## config.mk

```make
export PLATFORM = sky130hd
export DESIGN_NAME = dyn_gate_sequencer_flat
export DESIGN_NICKNAME = d
export VERILOG_FILES = /design/src/rtl/dyn_gate_sequencer_pkg.sv /design/src/rtl/dyn_gate_sequencer_if.sv /design/src/rtl/dyn_gate_sequencer_phase_cnt.sv /design/src/rtl/dyn_gate_sequencer.sv /design/src/flat_wrapper.sv
export SDC_FILE = /design/constraint.sdc
export NUM_CORES = 1
export LEC_CHECK = 0
export BUFFER_PORTS_ARGS = -buffer_cell sky130_fd_sc_hd__buf_2
export CAP_MARGIN = 20
export CORE_MARGIN = 1
export CORE_UTILIZATION = 51
export CTS_CLUSTER_SIZE = 8
export DETAILED_ROUTE_END_ITERATION = 16
export GPL_TIMING_DRIVEN = 0
export PLACE_DENSITY = 0.78
export SYNTH_ARGS = -nofsm -noshare
export SYNTH_HDL_FRONTEND = slang
export SYNTH_SLANG_ARGS = --single-unit
```

## constraint.sdc

```tcl
create_clock -name clk -period 2.1 [get_ports clk]
set_clock_uncertainty 0.15 [all_clocks]
set_input_delay 0 -clock clk [delete_from_list [all_inputs] [get_ports clk]]
set_output_delay 0 -clock clk [all_outputs]
set_load 0.03 [all_outputs]
```

## src/rtl/dyn_gate_sequencer_pkg.sv

```systemverilog
// dyn_gate_sequencer_pkg
//  Shared definitions for the dynamic-gate sequencer: FSM state encoding
//  and the phase-length clamp used to turn a 0-cycle request into 1 cycle.
package dyn_gate_sequencer_pkg;

    typedef enum logic [2:0] {
        ST_IDLE = 3'd0,
        ST_PRE  = 3'd1,
        ST_EVAL = 3'd2,
        ST_SAMP = 3'd3,
        ST_DONE = 3'd4
    } state_t;

    // A phase of length 0 would skip the phase entirely; run it for one cycle instead.
    function automatic int unsigned phase_len(input int unsigned n);
        return (n == 0) ? 1 : n;
    endfunction

endpackage

```

## src/rtl/dyn_gate_sequencer_if.sv

```systemverilog
// dyn_gate_sequencer_if
//  Bundles the requester handshake (start/a/b/c -> busy/done/result) and the
//  switch-level gate drive (pch_n/eval_en/ga/gb/gc <- y_in).
//  Modports: slave = the sequencer, master = the environment (requester + gate).
//  Optional macro DYN_SEQ_CHECK_EN adds exp_y (to sequencer) and err (from sequencer).
interface dyn_gate_sequencer_if;
    logic start;
    logic a, b, c;
    logic busy;
    logic done;
    logic result;
    logic pch_n;
    logic eval_en;
    logic ga, gb, gc;
    logic y_in;
`ifdef DYN_SEQ_CHECK_EN
    logic exp_y;
    logic err;
`endif

    modport slave (
        input  start, a, b, c, y_in,
`ifdef DYN_SEQ_CHECK_EN
        input  exp_y,
        output err,
`endif
        output busy, done, result, pch_n, eval_en, ga, gb, gc
    );

    modport master (
        output start, a, b, c, y_in,
`ifdef DYN_SEQ_CHECK_EN
        output exp_y,
        input  err,
`endif
        input  busy, done, result, pch_n, eval_en, ga, gb, gc
    );
endinterface

```

## src/rtl/dyn_gate_sequencer_phase_cnt.sv

```systemverilog
// dyn_gate_sequencer_phase_cnt
//  Loadable down-counter timing the PRE and EVAL phases.
//  Ports: clk, rst (sync, active high), load/load_val (load takes priority),
//         dec (decrement, saturates at 0), zero (count == 0).
module dyn_gate_sequencer_phase_cnt #(
    parameter int CNT_W = 4
) (
    input  logic             clk,
    input  logic             rst,
    input  logic             load,
    input  logic [CNT_W-1:0] load_val,
    input  logic             dec,
    output logic             zero
);
    logic [CNT_W-1:0] cnt;

    always_ff @(posedge clk) begin
        if (rst)
            cnt <= '0;
        else if (load)
            cnt <= load_val;
        else if (dec && cnt != '0)
            cnt <= cnt - 1'b1;
    end

    assign zero = (cnt == '0);
endmodule

```

## src/rtl/dyn_gate_sequencer.sv

```systemverilog
// dyn_gate_sequencer
//  Runs one precharge/evaluate cycle of a 3-input domino gate per request:
//  IDLE -> PRE (PCH_CYC) -> EVAL (EVAL_CYC) -> SAMP -> DONE -> IDLE.
//  Ports: clk, rst (sync, active high), bus (dyn_gate_sequencer_if.slave):
//    start/a/b/c in, busy/done/result out (requester side),
//    pch_n/eval_en/ga/gb/gc out, y_in in (gate side).
//  Optional macro DYN_SEQ_CHECK_EN: exp_y latched at accept, err flags
//  result != exp_y from DONE until the next accept.
//  Every output is a flop loaded from the next-state decode, so nothing on
//  the requester inputs reaches an output combinationally.
module dyn_gate_sequencer
    import dyn_gate_sequencer_pkg::*;
#(
    parameter int PCH_CYC  = 2,
    parameter int EVAL_CYC = 3,
    parameter int CNT_W    = 4
) (
    input  logic              clk,
    input  logic              rst,
    dyn_gate_sequencer_if.slave bus
);
    localparam int unsigned      PCH_LEN  = phase_len(PCH_CYC);
    localparam int unsigned      EVAL_LEN = phase_len(EVAL_CYC);
    localparam logic [CNT_W-1:0] PCH_LD   = CNT_W'(PCH_LEN - 1);
    localparam logic [CNT_W-1:0] EVAL_LD  = CNT_W'(EVAL_LEN - 1);

    state_t           state, state_nx;
    logic             accept;
    logic             cnt_load, cnt_dec, cnt_zero;
    logic [CNT_W-1:0] cnt_ld_val;
    logic [2:0]       op_q;
    logic             eval_nx;

    logic             busy_q, done_q, result_q, pch_n_q, eval_en_q;
    logic [2:0]       g_q;

    dyn_gate_sequencer_phase_cnt #(.CNT_W(CNT_W)) u_cnt (
        .clk      (clk),
        .rst      (rst),
        .load     (cnt_load),
        .load_val (cnt_ld_val),
        .dec      (cnt_dec),
        .zero     (cnt_zero)
    );

    always_comb begin
        state_nx   = state;
        accept     = 1'b0;
        cnt_load   = 1'b0;
        cnt_dec    = 1'b0;
        cnt_ld_val = PCH_LD;
        case (state)
            ST_IDLE: if (bus.start) begin
                accept   = 1'b1;
                cnt_load = 1'b1;
                state_nx = ST_PRE;
            end
            ST_PRE: if (cnt_zero) begin
                cnt_load   = 1'b1;
                cnt_ld_val = EVAL_LD;
                state_nx   = ST_EVAL;
            end else begin
                cnt_dec = 1'b1;
            end
            ST_EVAL: if (cnt_zero) state_nx = ST_SAMP;
                     else          cnt_dec  = 1'b1;
            ST_SAMP: state_nx = ST_DONE;
            ST_DONE: state_nx = ST_IDLE;
            default: state_nx = ST_IDLE;
        endcase
    end

    // pch_n and eval_en share one flop source, so the pmos and footer can
    // never be on together; gate inputs only move entering/leaving EVAL.
    assign eval_nx = (state_nx == ST_EVAL) || (state_nx == ST_SAMP);

    always_ff @(posedge clk) begin
        if (rst) begin
            state     <= ST_IDLE;
            op_q      <= '0;
            busy_q    <= 1'b0;
            done_q    <= 1'b0;
            result_q  <= 1'b0;
            pch_n_q   <= 1'b0;
            eval_en_q <= 1'b0;
            g_q       <= '0;
        end else begin
            state     <= state_nx;
            if (accept)
                op_q <= {bus.a, bus.b, bus.c};
            busy_q    <= (state_nx != ST_IDLE);
            done_q    <= (state_nx == ST_DONE);
            pch_n_q   <= eval_nx;
            eval_en_q <= eval_nx;
            g_q       <= eval_nx ? op_q : 3'b000;
            // y_in is taken as-is, including X/Z, at the end of SAMP.
            if (state == ST_SAMP)
                result_q <= bus.y_in;
        end
    end

    assign bus.busy    = busy_q;
    assign bus.done    = done_q;
    assign bus.result  = result_q;
    assign bus.pch_n   = pch_n_q;
    assign bus.eval_en = eval_en_q;
    assign bus.ga      = g_q[2];
    assign bus.gb      = g_q[1];
    assign bus.gc      = g_q[0];

`ifdef DYN_SEQ_CHECK_EN
    logic exp_q, err_q;

    // Comparing y_in at the end of SAMP lands err in DONE, alongside result.
    always_ff @(posedge clk) begin
        if (rst) begin
            exp_q <= 1'b0;
            err_q <= 1'b0;
        end else if (accept) begin
            exp_q <= bus.exp_y;
            err_q <= 1'b0;
        end else if (state == ST_SAMP) begin
            err_q <= (bus.y_in != exp_q);
        end
    end

    assign bus.err = err_q;
`endif
endmodule

```

## src/flat_wrapper.sv

```systemverilog
// flat-port wrapper written by rule: the top's interface ports become plain ports
module dyn_gate_sequencer_flat import dyn_gate_sequencer_pkg::*;
#(
    parameter int PCH_CYC  = 2,
    parameter int EVAL_CYC = 3,
    parameter int CNT_W    = 4
)
  (clk, rst, bus_start, bus_a, bus_b, bus_c, bus_y_in, bus_busy, bus_done, bus_result, bus_pch_n, bus_eval_en, bus_ga, bus_gb, bus_gc);
  dyn_gate_sequencer_if bus_i ();
  input  logic clk;
  input  logic rst;
  input wire logic [$bits(bus_i.start)-1:0] bus_start;
  input wire logic [$bits(bus_i.a)-1:0] bus_a;
  input wire logic [$bits(bus_i.b)-1:0] bus_b;
  input wire logic [$bits(bus_i.c)-1:0] bus_c;
  input wire logic [$bits(bus_i.y_in)-1:0] bus_y_in;
  output wire logic [$bits(bus_i.busy)-1:0] bus_busy;
  output wire logic [$bits(bus_i.done)-1:0] bus_done;
  output wire logic [$bits(bus_i.result)-1:0] bus_result;
  output wire logic [$bits(bus_i.pch_n)-1:0] bus_pch_n;
  output wire logic [$bits(bus_i.eval_en)-1:0] bus_eval_en;
  output wire logic [$bits(bus_i.ga)-1:0] bus_ga;
  output wire logic [$bits(bus_i.gb)-1:0] bus_gb;
  output wire logic [$bits(bus_i.gc)-1:0] bus_gc;
  assign bus_i.start = bus_start;
  assign bus_i.a = bus_a;
  assign bus_i.b = bus_b;
  assign bus_i.c = bus_c;
  assign bus_i.y_in = bus_y_in;
  assign bus_busy = bus_i.busy;
  assign bus_done = bus_i.done;
  assign bus_result = bus_i.result;
  assign bus_pch_n = bus_i.pch_n;
  assign bus_eval_en = bus_i.eval_en;
  assign bus_ga = bus_i.ga;
  assign bus_gb = bus_i.gb;
  assign bus_gc = bus_i.gc;
  dyn_gate_sequencer #(.PCH_CYC(PCH_CYC), .EVAL_CYC(EVAL_CYC), .CNT_W(CNT_W)) u_core (.clk(clk), .rst(rst), .bus(bus_i));
endmodule
```

## Word-level counts from Yosys, hierarchy flattened

Index checks and enable logic that the tools add are counted.
Widths: inputs -> output; s select.

| cells by class | value |
|---|---|
| add/sub/neg operators | 1 |
| eq/ne operators | 6 |
| multiplexer cells | 14 |
| bitwise operators | 1 |
| reduce and logical (&&, ||, !) cells | 9 |

Operators with widths:

| kind | count |
|---|---|
| $eq 3x2->1 const B | 4 |
| $mux 4 | 3 |
| $pmux 3 s4 | 1 |
| $mux 3 | 3 |
| $mux 1 | 5 |
| $logic_not 4->1 | 1 |
| $reduce_bool 4->1 | 1 |
| $reduce_or 2->1 | 2 |
| $sub 4x1->4 const B | 1 |
| $eq 3x1->1 const B | 1 |
| $eq 3x3->1 const B | 1 |
| $logic_not 3->1 | 1 |
| $reduce_bool 3->1 | 1 |
| $mux 2 | 1 |
| $pmux 1 s2 | 1 |
| $reduce_bool 2->1 | 1 |
| $logic_and 1x1->1 | 1 |
| $logic_or 1x1->1 | 1 |
| $not 1->1 | 1 |

| word-level totals | value |
|---|---|
| register bits | 17 |
| input port bits | 7 |
| output and inout port bits | 8 |
| logic and storage cells | 39 |

## Longest topological paths before layout

| logic depth | value |
|---|---|
| word-level depth | 7 |
| gate-level depth with buffers | 5 |
| gate-level depth less buffers | 5 |

## Modules after synthesis

Synthesis repeated with hierarchy kept, for this count alone.

| second synthesis, totals | value |
|---|---|
| cell total of the unflattened synthesis | 78 |
| area total of the unflattened synthesis | 773.2 um^2 |

Modules (own cells, without submodules):

| module | times used | cells an instance | area each (um^2) | sequential area each (um^2) |
|---|---|---|---|---|
| dyn_gate_sequencer | 1 | 49 | 510.5 | 260.2 |
| dyn_gate_sequencer_phase_cnt | 1 | 29 | 262.8 | 80.1 |

## Worst setup path after synthesis

Ideal clock, no wire load.

| path | value |
|---|---|
| kind | register to register |
| start point | reg u_core.state[2] |
| end point | reg u_core.u_cnt.cnt[1] |
| setup time | 122 ps |
| data arrival time | 1473 ps |
| data required time | 1828 ps |
| path slack | 355 ps |
| cell stages (with the launch flop) | 6 |
| path buffers | 2 |
| period minus slack after synthesis | 1745 ps |
| cells stage by stage | dfxtp_1 -> buf_6 -> or4b_4 -> buf_6 -> o311a_1 -> a311o_1 |

| between the ends | value |
|---|---|
| word-level cells in the longest chain between the ends | 5 |
| elaborated cells between the ends (all ways) | 10 |
| those cells by class | eq/ne: 2; mux: 4; reduce/logical: 4 |

Ends and longest elaborated chain:

| item | line | source |
|---|---|---|
| start: declaration | dyn_gate_sequencer.sv:27 | `state_t state, state_nx;` |
| start signal: assignment | dyn_gate_sequencer.sv:88 | `state <= state_nx;` |
| $eq 3x1->1 / $eq 3x2->1 (equally long branches) | dyn_gate_sequencer.sv:52 | `case (state)` |
| $reduce_or 2->1 (no line) | n/a |  |
| $mux 1 | n/a |  |
| $logic_and 1x1->1 | dyn_gate_sequencer_phase_cnt.sv:22 | `else if (dec && cnt != '0)` |
| $reduce_bool 2->1 (no line) | n/a |  |
| end signal: assignment | dyn_gate_sequencer_phase_cnt.sv:21 | `cnt <= load_val;` |
| end signal: assignment | dyn_gate_sequencer_phase_cnt.sv:23 | `cnt <= cnt - 1'b1;` |
| end: declaration | dyn_gate_sequencer_phase_cnt.sv:15 | `logic [CNT_W-1:0] cnt;` |

Parallel ways exist; a longest one is shown, timed or not.
A chain may end at the register's enable or synchronous reset.

## Worst setup path after layout

| path | value |
|---|---|
| start point | reg u_core.state[1] |
| end point | reg u_core.u_cnt.cnt[1] |

The elaborated chain is that of the path after synthesis.

==> impl_metrics.ini <==
[setup_path]
required_ps = 2140
r2r_start = u_core.state[1]
crit_path_end_kind = flip-flop
r2r_cells = 5
rrSetupSlack_ps = 250
critPathMaxFanout = 9
critPathLaunchType = flip-flop
r2r-end = u_core.u_cnt.cnt[1]
arrival_ps = 1880
crit_type = flip-flop to flip-flop

[power_and_ir_drop]
p_leak_nw = 0.402
p_per_area_nw_per_um2 = 1190
peakVddDrop_mv = 0.584

[min_path]
holdPathEnd = u_core.op_q[0]
hold_class = input pin to flip-flop
hp-start = bus_c
hold_depth = 4

[drt]
first_pass_iters = 3
m1WireLength_um = 721
wl_met3_um = 33
routed_wl_um = 1620
post-route-drc-count = 0
route.antenna.remaining_nets = 0
route.vias.total = 651
drtIter0Drc = 8
viasPerCell = 5.52
wl_per_cell_um = 13.7
dr_wl_met2_um = 830
routed.top_layer = met4

[die]
io_pins = 15
die_y_um = 40.3
dieArea_um2 = 1630
num_rows = 13
initial_core_util = 0.562
die_x_um = 40.3
core_area_um2 = 1330

[final_layout]
area_growth_pct = 24.2
antenna_cells = 0
nNetsFinal = 112
drive_gt1_frac = 0.262
final_cell_mix = dfxtp_1 (17), buf_2 (16), nor3_1 (9)
final_common_cell = dfxtp_1

[clock_network]
clockRootBuffer = clkbuf_4
cts_tree = yes
clockBufferDepth = 2
path_clk_slew_ps = 100
insertion_delay_ps = 300
ctsHtreeMaxLevel = 1
clock_sinks = 17
numCtsBuffers = 3

[global_route]
grt_max_degree = 11
gr-total-overflow = 0
antenna_found_initial = 0
groute.usage.overall = 0.231
grt_pass1_wl_um = 2400
grt_pass1_vias = 588

[timing]
fmax_mhz = 541
worstMarginPinSlew_ps = 578
setup_viol = 0
slew-limit-headroom = 0.612
layout_min_cycle_time_ps = 1850
drv_slew = 0
final-hold-violation-count = 0
fin_crit_sh = 0.880
fin_ws_ps = 252
grt_setup_unrepaired = false
fin_tns_setup_ps = 0

[synthesis]
syn_nets = 87
synthCells = 79
synthesis.area_um2 = 749
ys_warn_count = 0
synth.distinct_cells = 30
synthArstFlopShare = 0
ys_ff_latch = 17
synthFlopType = dfxtp_1
synth_edf_count = 0
yosysSeqAreaShare = 0.454
synth.avg_cell_area_um2 = 9.49

[placed_design]
portBuffers = 14
dp_slack_ps = -6.97
place_congestion = 0.717
hpwl_um = 1000

[run]
maxCapViolCount = 0

[run_status]
status = finished, final reports clean
power by group:
group | internal (mW) | total, mW | switching [mW]
logic | 0.213 | 0.522 | 0.309
clock network | 0.0710 | 0.179 | 0.108
registers | 0.384 | 0.410 | 0.0259
total | 0.668 | 1.11 | 0.443
critical path: stages (launching register included):
cell,delay (ps)
dfxtp_1,310
buf_2,160
or4b_4,520
buf_6,160
o311a_1,110
a311o_1,320
stage by stage:
step	hold slack (ps)	util	std cells	power (mW)	instance area (um^2)
final	314	0.698	118	1.11	931
after CTS	312	0.698	118	1.11	931
after floorplan	-70.7	-	79	0.809	749
after detailed placement	89.9	0.629	108	0.914	838
after global placement	81.8	0.629	108	0.896	838
after global routing	353	0.698	118	1.17	931
Yosys cell counts (all sizes together), types with 2 or more instances:
cell type / count / area, um^2
a21oi: 3 / 15.0
buf: 5 / 40.0
clkbuf: 2 / 7.51
dfxtp: 17 / 340
inv: 4 / 15.0
mux2i: 4 / 40.0
nand2: 3 / 11.3
nor2: 4 / 15.0
nor2b: 3 / 18.8
nor3: 9 / 45.0
nor4: 2 / 12.5
nor4b: 3 / 26.3
o21ai: 3 / 15.0
o311a: 2 / 20.0
or3b: 2 / 17.5
flip-flops by register name, summed over array words and instances (netlist names):
| register | flops |
|---|---|
| u_core.state | 3 |
| u_core.bus.done | 1 |
| u_core.bus.result | 1 |
| u_core.u_cnt.cnt | 4 |
| u_core.g_q | 3 |
| u_core.bus.busy | 1 |
| u_core.op_q | 3 |
| u_core.bus.pch_n | 1 |
area by class of cell:
class / instances / area, um^2
Buffer: 7 / 47.5
Clock buffer: 3 / 22.5
Clock inverter: 1 / 5.00
Fill cell: 118 / 403
Inverter: 4 / 15.0
Multi-Input combinational cell: 51 / 352
Sequential cell: 17 / 340
Tap cell: 15 / 18.8
Timing Repair Buffer: 20 / 130
kinds of logic after synthesis:
family / Yosys count / share of synthesized area
AO/OA/AOI/OAI: 12 / 0.112
XOR/XNOR: 1 / 0.0117
buffers and inverters: 11 / 0.0835
multiplexers: 4 / 0.0534
flip-flops: 17 / 0.454
adder cells (fa/ha/maj): 1 / 0.0167
AND/OR/NAND/NOR: 33 / 0.269
worst max path at each step:
| stage | startpoint | end | slack (ps) | depth (start not counted) |
|---|---|---|---|---|
| after global placement | u_core.u_cnt.cnt[0] | u_core.g_q[1] | 60 | 5 |
| after detailed placement | u_core.u_cnt.cnt[0] | u_core.g_q[1] | -7 | 5 |
| after global routing | u_core.u_cnt.cnt[0] | u_core.g_q[2] | 140 | 5 |
| after CTS | u_core.state[2] | u_core.u_cnt.cnt[1] | 250 | 5 |
| after floorplan | u_core.state[2] | u_core.u_cnt.cnt[1] | 360 | 5 |
| final | u_core.state[1] | u_core.u_cnt.cnt[1] | 250 | 5 |
timing repair:
action / CTS / global route
hold buffers: 6 / 0
endpoints found under the setup margin: 3 / 0
hold endpoints to repair: 9 / 0
gates resized for setup: 1 / 0
setup buffers: 0 / 0
layer usage:
metal	vias to the layer above	GRT usage
met4	0	0.125
met2	11	0.413
met5	-	0
met1	297	0.258
met3	5	0.0333
li1	338	-
Note: power is estimated with default switching activity, not from simulation.
